[src/rtl/register_parallel_unload_serial_pkg.sv]
// Shared definitions for the parallel-in / serial-out unload register.
// Holds the FSM state type, the default word width and the helper that
// sizes the bit counter.
package register_serial_pkg;

  typedef enum logic {
    IDLE  = 1'b0,
    SHIFT = 1'b1
  } state_t;

  localparam int ANCHO_DEF = 8;

  // The counter must be able to hold ANCHO when the parity bit is enabled.
  function automatic int cnt_width(input int ancho);
    return $clog2(ancho + 1);
  endfunction

endpackage

[src/rtl/register_parallel_unload_serial_if.sv]
// Bus between a word producer and the serial unload register.
//
// Handshake: carga is the request and listo is the ready. A word is
// transferred on every rising edge where carga=1 and listo=1; carga is
// ignored (and In not sampled) whenever listo=0, so the producer may hold
// or drop it freely. Q/valido/fin form a push-only stream with no back
// pressure: valido qualifies Q and fin marks the final bit of the word.
interface register_parallel_unload_serial_if #(
  parameter int ANCHO = register_serial_pkg::ANCHO_DEF
);
  logic             carga;
  logic [ANCHO-1:0] In;
  logic             listo;
  logic             Q;
  logic             valido;
  logic             fin;

  modport master (output carga, output In,
                  input listo, input Q, input valido, input fin);
  modport slave  (input carga, input In,
                  output listo, output Q, output valido, output fin);
endinterface

[src/rtl/register_parallel_unload_serial_contador_bits.sv]
// Up-counter with synchronous reset, clear and enable. It saturates at
// TERMINAL (never wraps) and flags when it sits on that value.
module contador_bits #(
  parameter int WIDTH    = 4,
  parameter int TERMINAL = 7
) (
  input  logic             clk,
  input  logic             reset,
  input  logic             clr_i,
  input  logic             en_i,
  output logic [WIDTH-1:0] count_o,
  output logic             tc_o
);

  localparam logic [WIDTH-1:0] TC = WIDTH'(TERMINAL);

  logic [WIDTH-1:0] cnt_q, cnt_d;

  // Next count: clear wins over enable; hold once the terminal value is reached.
  always_comb begin
    cnt_d = cnt_q;
    if (clr_i) begin
      cnt_d = '0;
    end else if (en_i && (cnt_q != TC)) begin
      cnt_d = cnt_q + WIDTH'(1);
    end
  end

  // Count register.
  always_ff @(posedge clk) begin
    if (reset) cnt_q <= '0;
    else       cnt_q <= cnt_d;
  end

  assign count_o = cnt_q;
  assign tc_o    = (cnt_q == TC);

endmodule

[src/rtl/register_parallel_unload_serial.sv]
// Parallel-in, serial-out unload register. Captures an ANCHO-bit word when
// carga is accepted and shifts it out MSB-first on Q, one bit per clock.
// Optional macro PISO_PARITY_EN appends an even-parity bit after the data
// bits; fin then marks the parity bit instead of the last data bit.
module register_parallel_unload_serial
  import register_serial_pkg::*;
#(
  parameter int ANCHO = ANCHO_DEF
) (
  input  logic                               clk,
  input  logic                               reset,
  register_parallel_unload_serial_if.slave   bus,
  output state_t                             state_o
);

  localparam int CW = cnt_width(ANCHO);
`ifdef PISO_PARITY_EN
  localparam int LAST = ANCHO;
`else
  localparam int LAST = ANCHO - 1;
`endif

  state_t           state_q, state_d;
  logic [ANCHO-1:0] sh_q, sh_d;
  logic             q_q, q_d;
  logic             valido_q, valido_d;
  logic [CW-1:0]    count_w;
  logic             tc_w;
  logic             cnt_clr, cnt_en;
  logic             fin_w, listo_w, accept;
`ifdef PISO_PARITY_EN
  logic             par_q, par_d;
`else
  logic             unused_count;
  assign unused_count = ^count_w;
`endif

  contador_bits #(
    .WIDTH    (CW),
    .TERMINAL (LAST)
  ) u_contador (
    .clk     (clk),
    .reset   (reset),
    .clr_i   (cnt_clr),
    .en_i    (cnt_en),
    .count_o (count_w),
    .tc_o    (tc_w)
  );

  assign fin_w   = valido_q && tc_w;
  assign listo_w = (state_q == IDLE) || fin_w;
  assign accept  = bus.carga && listo_w;

  // Next state: accept a new word (also back-to-back on fin), retire after
  // the last bit, otherwise keep shifting.
  always_comb begin
    state_d  = state_q;
    sh_d     = sh_q;
    q_d      = q_q;
    valido_d = valido_q;
    cnt_clr  = 1'b0;
    cnt_en   = 1'b0;
`ifdef PISO_PARITY_EN
    par_d    = par_q;
`endif
    if (accept) begin
      state_d  = SHIFT;
      q_d      = bus.In[ANCHO-1];
      sh_d     = {bus.In[ANCHO-2:0], 1'b0};
      valido_d = 1'b1;
      cnt_clr  = 1'b1;
`ifdef PISO_PARITY_EN
      par_d    = ^bus.In;
`endif
    end else if (fin_w) begin
      state_d  = IDLE;
      q_d      = 1'b0;
      valido_d = 1'b0;
      cnt_clr  = 1'b1;
    end else if (state_q == SHIFT) begin
      cnt_en = 1'b1;
      sh_d   = {sh_q[ANCHO-2:0], 1'b0};
`ifdef PISO_PARITY_EN
      // After the last data bit the stored parity takes the Q slot.
      if (count_w == CW'(ANCHO - 1)) q_d = par_q;
      else                           q_d = sh_q[ANCHO-1];
`else
      q_d = sh_q[ANCHO-1];
`endif
    end
  end

  // State and datapath registers.
  always_ff @(posedge clk) begin
    if (reset) begin
      state_q  <= IDLE;
      sh_q     <= '0;
      q_q      <= 1'b0;
      valido_q <= 1'b0;
`ifdef PISO_PARITY_EN
      par_q    <= 1'b0;
`endif
    end else begin
      state_q  <= state_d;
      sh_q     <= sh_d;
      q_q      <= q_d;
      valido_q <= valido_d;
`ifdef PISO_PARITY_EN
      par_q    <= par_d;
`endif
    end
  end

  assign bus.listo  = listo_w;
  assign bus.Q      = q_q;
  assign bus.valido = valido_q;
  assign bus.fin    = fin_w;
  assign state_o    = state_q;

endmodule

[src/flat_wrapper.sv]
// flat-port wrapper written by rule: the top's interface ports become plain ports
module register_parallel_unload_serial_flat import register_serial_pkg::*;
#(
  parameter int ANCHO = ANCHO_DEF
)
  (clk, reset, state_o, bus_carga, bus_In, bus_listo, bus_Q, bus_valido, bus_fin);
  register_parallel_unload_serial_if #(.ANCHO(ANCHO)) bus_i ();
  input  logic clk;
  input  logic reset;
  output state_t state_o;
  input wire logic [$bits(bus_i.carga)-1:0] bus_carga;
  input wire logic [$bits(bus_i.In)-1:0] bus_In;
  output wire logic [$bits(bus_i.listo)-1:0] bus_listo;
  output wire logic [$bits(bus_i.Q)-1:0] bus_Q;
  output wire logic [$bits(bus_i.valido)-1:0] bus_valido;
  output wire logic [$bits(bus_i.fin)-1:0] bus_fin;
  assign bus_i.carga = bus_carga;
  assign bus_i.In = bus_In;
  assign bus_listo = bus_i.listo;
  assign bus_Q = bus_i.Q;
  assign bus_valido = bus_i.valido;
  assign bus_fin = bus_i.fin;
  register_parallel_unload_serial #(.ANCHO(ANCHO)) u_core (.clk(clk), .reset(reset), .bus(bus_i), .state_o(state_o));
endmodule
[config.mk]
export PLATFORM = sky130hd
export DESIGN_NAME = register_parallel_unload_serial_flat
export DESIGN_NICKNAME = d
export VERILOG_FILES = /design/src/rtl/register_parallel_unload_serial_pkg.sv /design/src/rtl/register_parallel_unload_serial_if.sv /design/src/rtl/register_parallel_unload_serial_contador_bits.sv /design/src/rtl/register_parallel_unload_serial.sv /design/src/flat_wrapper.sv
export SDC_FILE = /design/constraint.sdc
export NUM_CORES = 1
export LEC_CHECK = 0
export ABC_AREA = 1
export CORE_UTILIZATION = 35
export DETAILED_ROUTE_END_ITERATION = 7
export SETUP_SLACK_MARGIN = 0.5
export SLEW_MARGIN = 20
export SYNTH_ARGS = -nofsm -noshare
export SYNTH_HDL_FRONTEND = slang
export SYNTH_SLANG_ARGS = --single-unit
[constraint.sdc]
create_clock -name clk -period 1.2 [get_ports clk]
set_input_delay 0.24 -clock clk [delete_from_list [all_inputs] [get_ports clk]]
set_output_delay 0.24 -clock clk [all_outputs]
set_load 0.02 [all_outputs]
==> results.md <==
- Status: finished, violations left
- Failing checks: negative setup slack
- Total wire length: 1.82 mm
- DRT Pass-1 Iters: 4
- Layout Nets: 136
- Hold-critical path endpoint: u_core.sh_q[1]$_SDFFE_PP0P_
- Hold Startpoint: u_core.sh_q[1]$_SDFFE_PP0P_
- RR Endpoint: u_core.sh_q[7]$_SDFFE_PP0P_
- Max-slew violation count: 0
- Critical Path End Type: output port
- Clock tree buffer depth: 2
- Total power: 1.01 mW
- Routed len/inst: 12.3 um
- Sequential-to-total area share from yosys stat: 39.2%
- Number of remaining DRC errors: 0
- Routability cong.: 0.810
- Initial Utilization: 38.1%
- Initial drt markers: 14
- First-pass GRT wire length: 2.72 mm
- Sink Count: 13
- Synthesis-to-layout area growth: 80.0%
- Ant diodes: 0
- Leak pwr: 0.530 nW
- Final min period: 1.36 ns
- Routed vias/inst: 4.89
- Worst Clk Skew: 0.000998 ns
- Final Instance Area: 1200 um^2
- GRT Util Overall: 18.8%
- DR vias: 723
- Die Height: 45.6 um
- Max cap viols: 0
- Worst vdd ir: 0.715 mV
- Reg clk slew, reported paths: 0.08 ns
- Post-synth cell types: 18
- Crit path kind: flip-flop to output port
- Hold_ws: 0.511 ns
- # rows: 15
- Syn. warnings: 0
- Multi-input gate area in the final layout: 480 um^2
- Worst-Skew Late Latency: 0.28 ns
- Post-place setup slack: -0.343 ns
- Initial antenna violation count: 0
- Die X: 45.6 um
- Reg2Reg Depth: 9
- Mapped Avg Cell Area: 7.55 um^2
- Detail Route Antenna Nets: 0
- Register area: 270 um^2
- Layout cells sized above 1: 56.1%
- Largest net degree at the start of global routing: 22
- Crit start category: flip-flop
- Fin worst setup slack: -0.162 ns
- Syn nets: 100
- # IOs: 16
- Setup TNS: -0.995 ns
- Final core occ: 68.5%
- CTS root buf: clkbuf_4
- Critical path data arrival time: 1.12 ns
- Core Box Area: 1750 um^2
- Final setup violation count: 10
- Highest Clock Rate: 734 MHz
- Gate Count Post-Synth: 88
- Post-DP HPWL: 1.19 mm
- Die ar.: 2080 um^2
- Final Non-Filler Cells: 148
- Req. time, crit path: 0.96 ns
- Peak fanout along the critical path: 3
- Buffers added on ports: 15
- Pwr dens: 841 nW/um^2
- Seq cells post-synth: 13
- RSZ-0062 raised after global routing: yes
- Num CTS Buffers: 3
- WHS Path Cells: 2
- Post-synthesis instance area: 664 um^2
- Reg2reg start: u_core.u_contador.count_o[1]$_SDFFE_PP0P_
- Vias in the first global route: 660
- Global route overflow: 0
- DP Area: 973 um^2
- CTS tree: built
- Period utilization: 114%
- Hold Vio Cnt, Final: 0
- Fill cells: 142
- Max_slew headroom: 85.0%
- Register-to-Register Setup Slack: -0.12 ns
- Dpl cells: 139
- H-Tree Level Count: 1
- Worst Hold Class: flip-flop to flip-flop
- Slew @ Worst Pin: 0.223 ns
-- registers in the layout (all words and copies together) (netlist names) --
name,cells
u_core.bus.Q,1
u_core.sh_q,7
u_core.u_contador.count_o,4
u_core.state_o,1
-- Yosys cell counts (all sizes together) --
master  instances  share of area [%]
nor3b           1                1.1
nand4           1               0.94
inv            10                5.7
clkinv          1               0.75
xor2            1                1.3
o21ai           2                1.5
nand3          31                 26
nand2          13                8.5
a21oi           6                4.5
nor2            3                1.7
ha              1                1.9
buf             5                7.0
dfxtp          13                 39
-- worst max path at each step --
stage	from	to	slack [ns]	cells past startpoint
floorplan	u_core.u_contador.count_o[1]$_SDFFE_PP0P_	u_core.u_contador.count_o[0]$_SDFFE_PP0P_	0.05	6
global placement	u_core.u_contador.count_o[1]$_SDFFE_PP0P_	bus_fin	-0.28	4
detailed placement	u_core.u_contador.count_o[1]$_SDFFE_PP0P_	bus_fin	-0.34	4
CTS	u_core.u_contador.count_o[1]$_SDFFE_PP0P_	bus_fin	-0.17	4
global route	u_core.u_contador.count_o[1]$_SDFFE_PP0P_	bus_fin	-0.21	4
finish	u_core.u_contador.count_o[1]$_SDFFE_PP0P_	bus_fin	-0.16	4
-- critical path: stages, from the launching register on --
cell and delay, ns:
dfxtp_4 0.37, ha_4 0.15, nand3_4 0.10, nor2_4 0.10
buf_6 0.12
-- area by class of cell --
cell class / instances / share of cell area, %
clock buffers: 4 / 2.20
inverters: 11 / 3.56
multi-input cells: 59 / 40.2
flip-flops and latches: 13 / 22.6
well taps: 25 / 2.62
repair buffers: 36 / 28.9
-- logic make-up after synthesis --
logic type	after synthesis	synth area share, %
AND/OR/NAND/NOR	49	38.2
buffers and inverters	16	13.4
flip-flops	13	39.2
AO/OA/AOI/OAI	8	6.03
XOR/XNOR	1	1.32
adder cells (fa/ha/maj)	1	1.88
-- layout by cell type, fill, tap and decap left out --
cell type / n
buf_6: 10
nand2_2: 2
dfxtp_1: 9
o21ai_0: 1
nand3_2: 19
buf_12: 1
nand3_4: 2
nor3b_2: 1
a21oi_2: 4
nor2_2: 1
buf_4: 15
clkinv_2: 1
dfxtp_2: 2
nand4_1: 1
ha_4: 1
nand2_1: 8
nand3_1: 10
dfxtp_4: 2
a21oi_1: 2
inv_1: 9
clkbuf_1: 1
nor2_1: 1
clkbuf_4: 3
clkdlybuf4s50_1: 10
o21ai_1: 1
xor2_1: 1
nor2_4: 1
inv_2: 1
nand2_4: 3
-- layer usage --
layer	wire (um)	vias up	track usage [%]
met1	766	340	20.3
met5	0	-	0
met3	62	4	5.95
li1	-	364	-
met4	25	0	7.27
met2	967	15	33.4
-- where the power goes --
group | leakage (nW) | switching (mW) | internal, mW
sequential | 0.108 | 0.0192 | 0.451
combinational | 0.407 | 0.123 | 0.133
clock | 0.0150 | 0.150 | 0.129
total | 0.530 | 0.292 | 0.714
-- timing repair --
| item | CTS | global route |
|---|---|---|
| resized for setup | 41 | 26 |
| hold buffers | 0 | 0 |
| cloned | 0 | 0 |
| setup endpoints to repair | 18 | 18 |
| setup buffers | 4 | 1 |
| pin swaps | 0 | 14 |
Power figures use the tool's default switching activity.
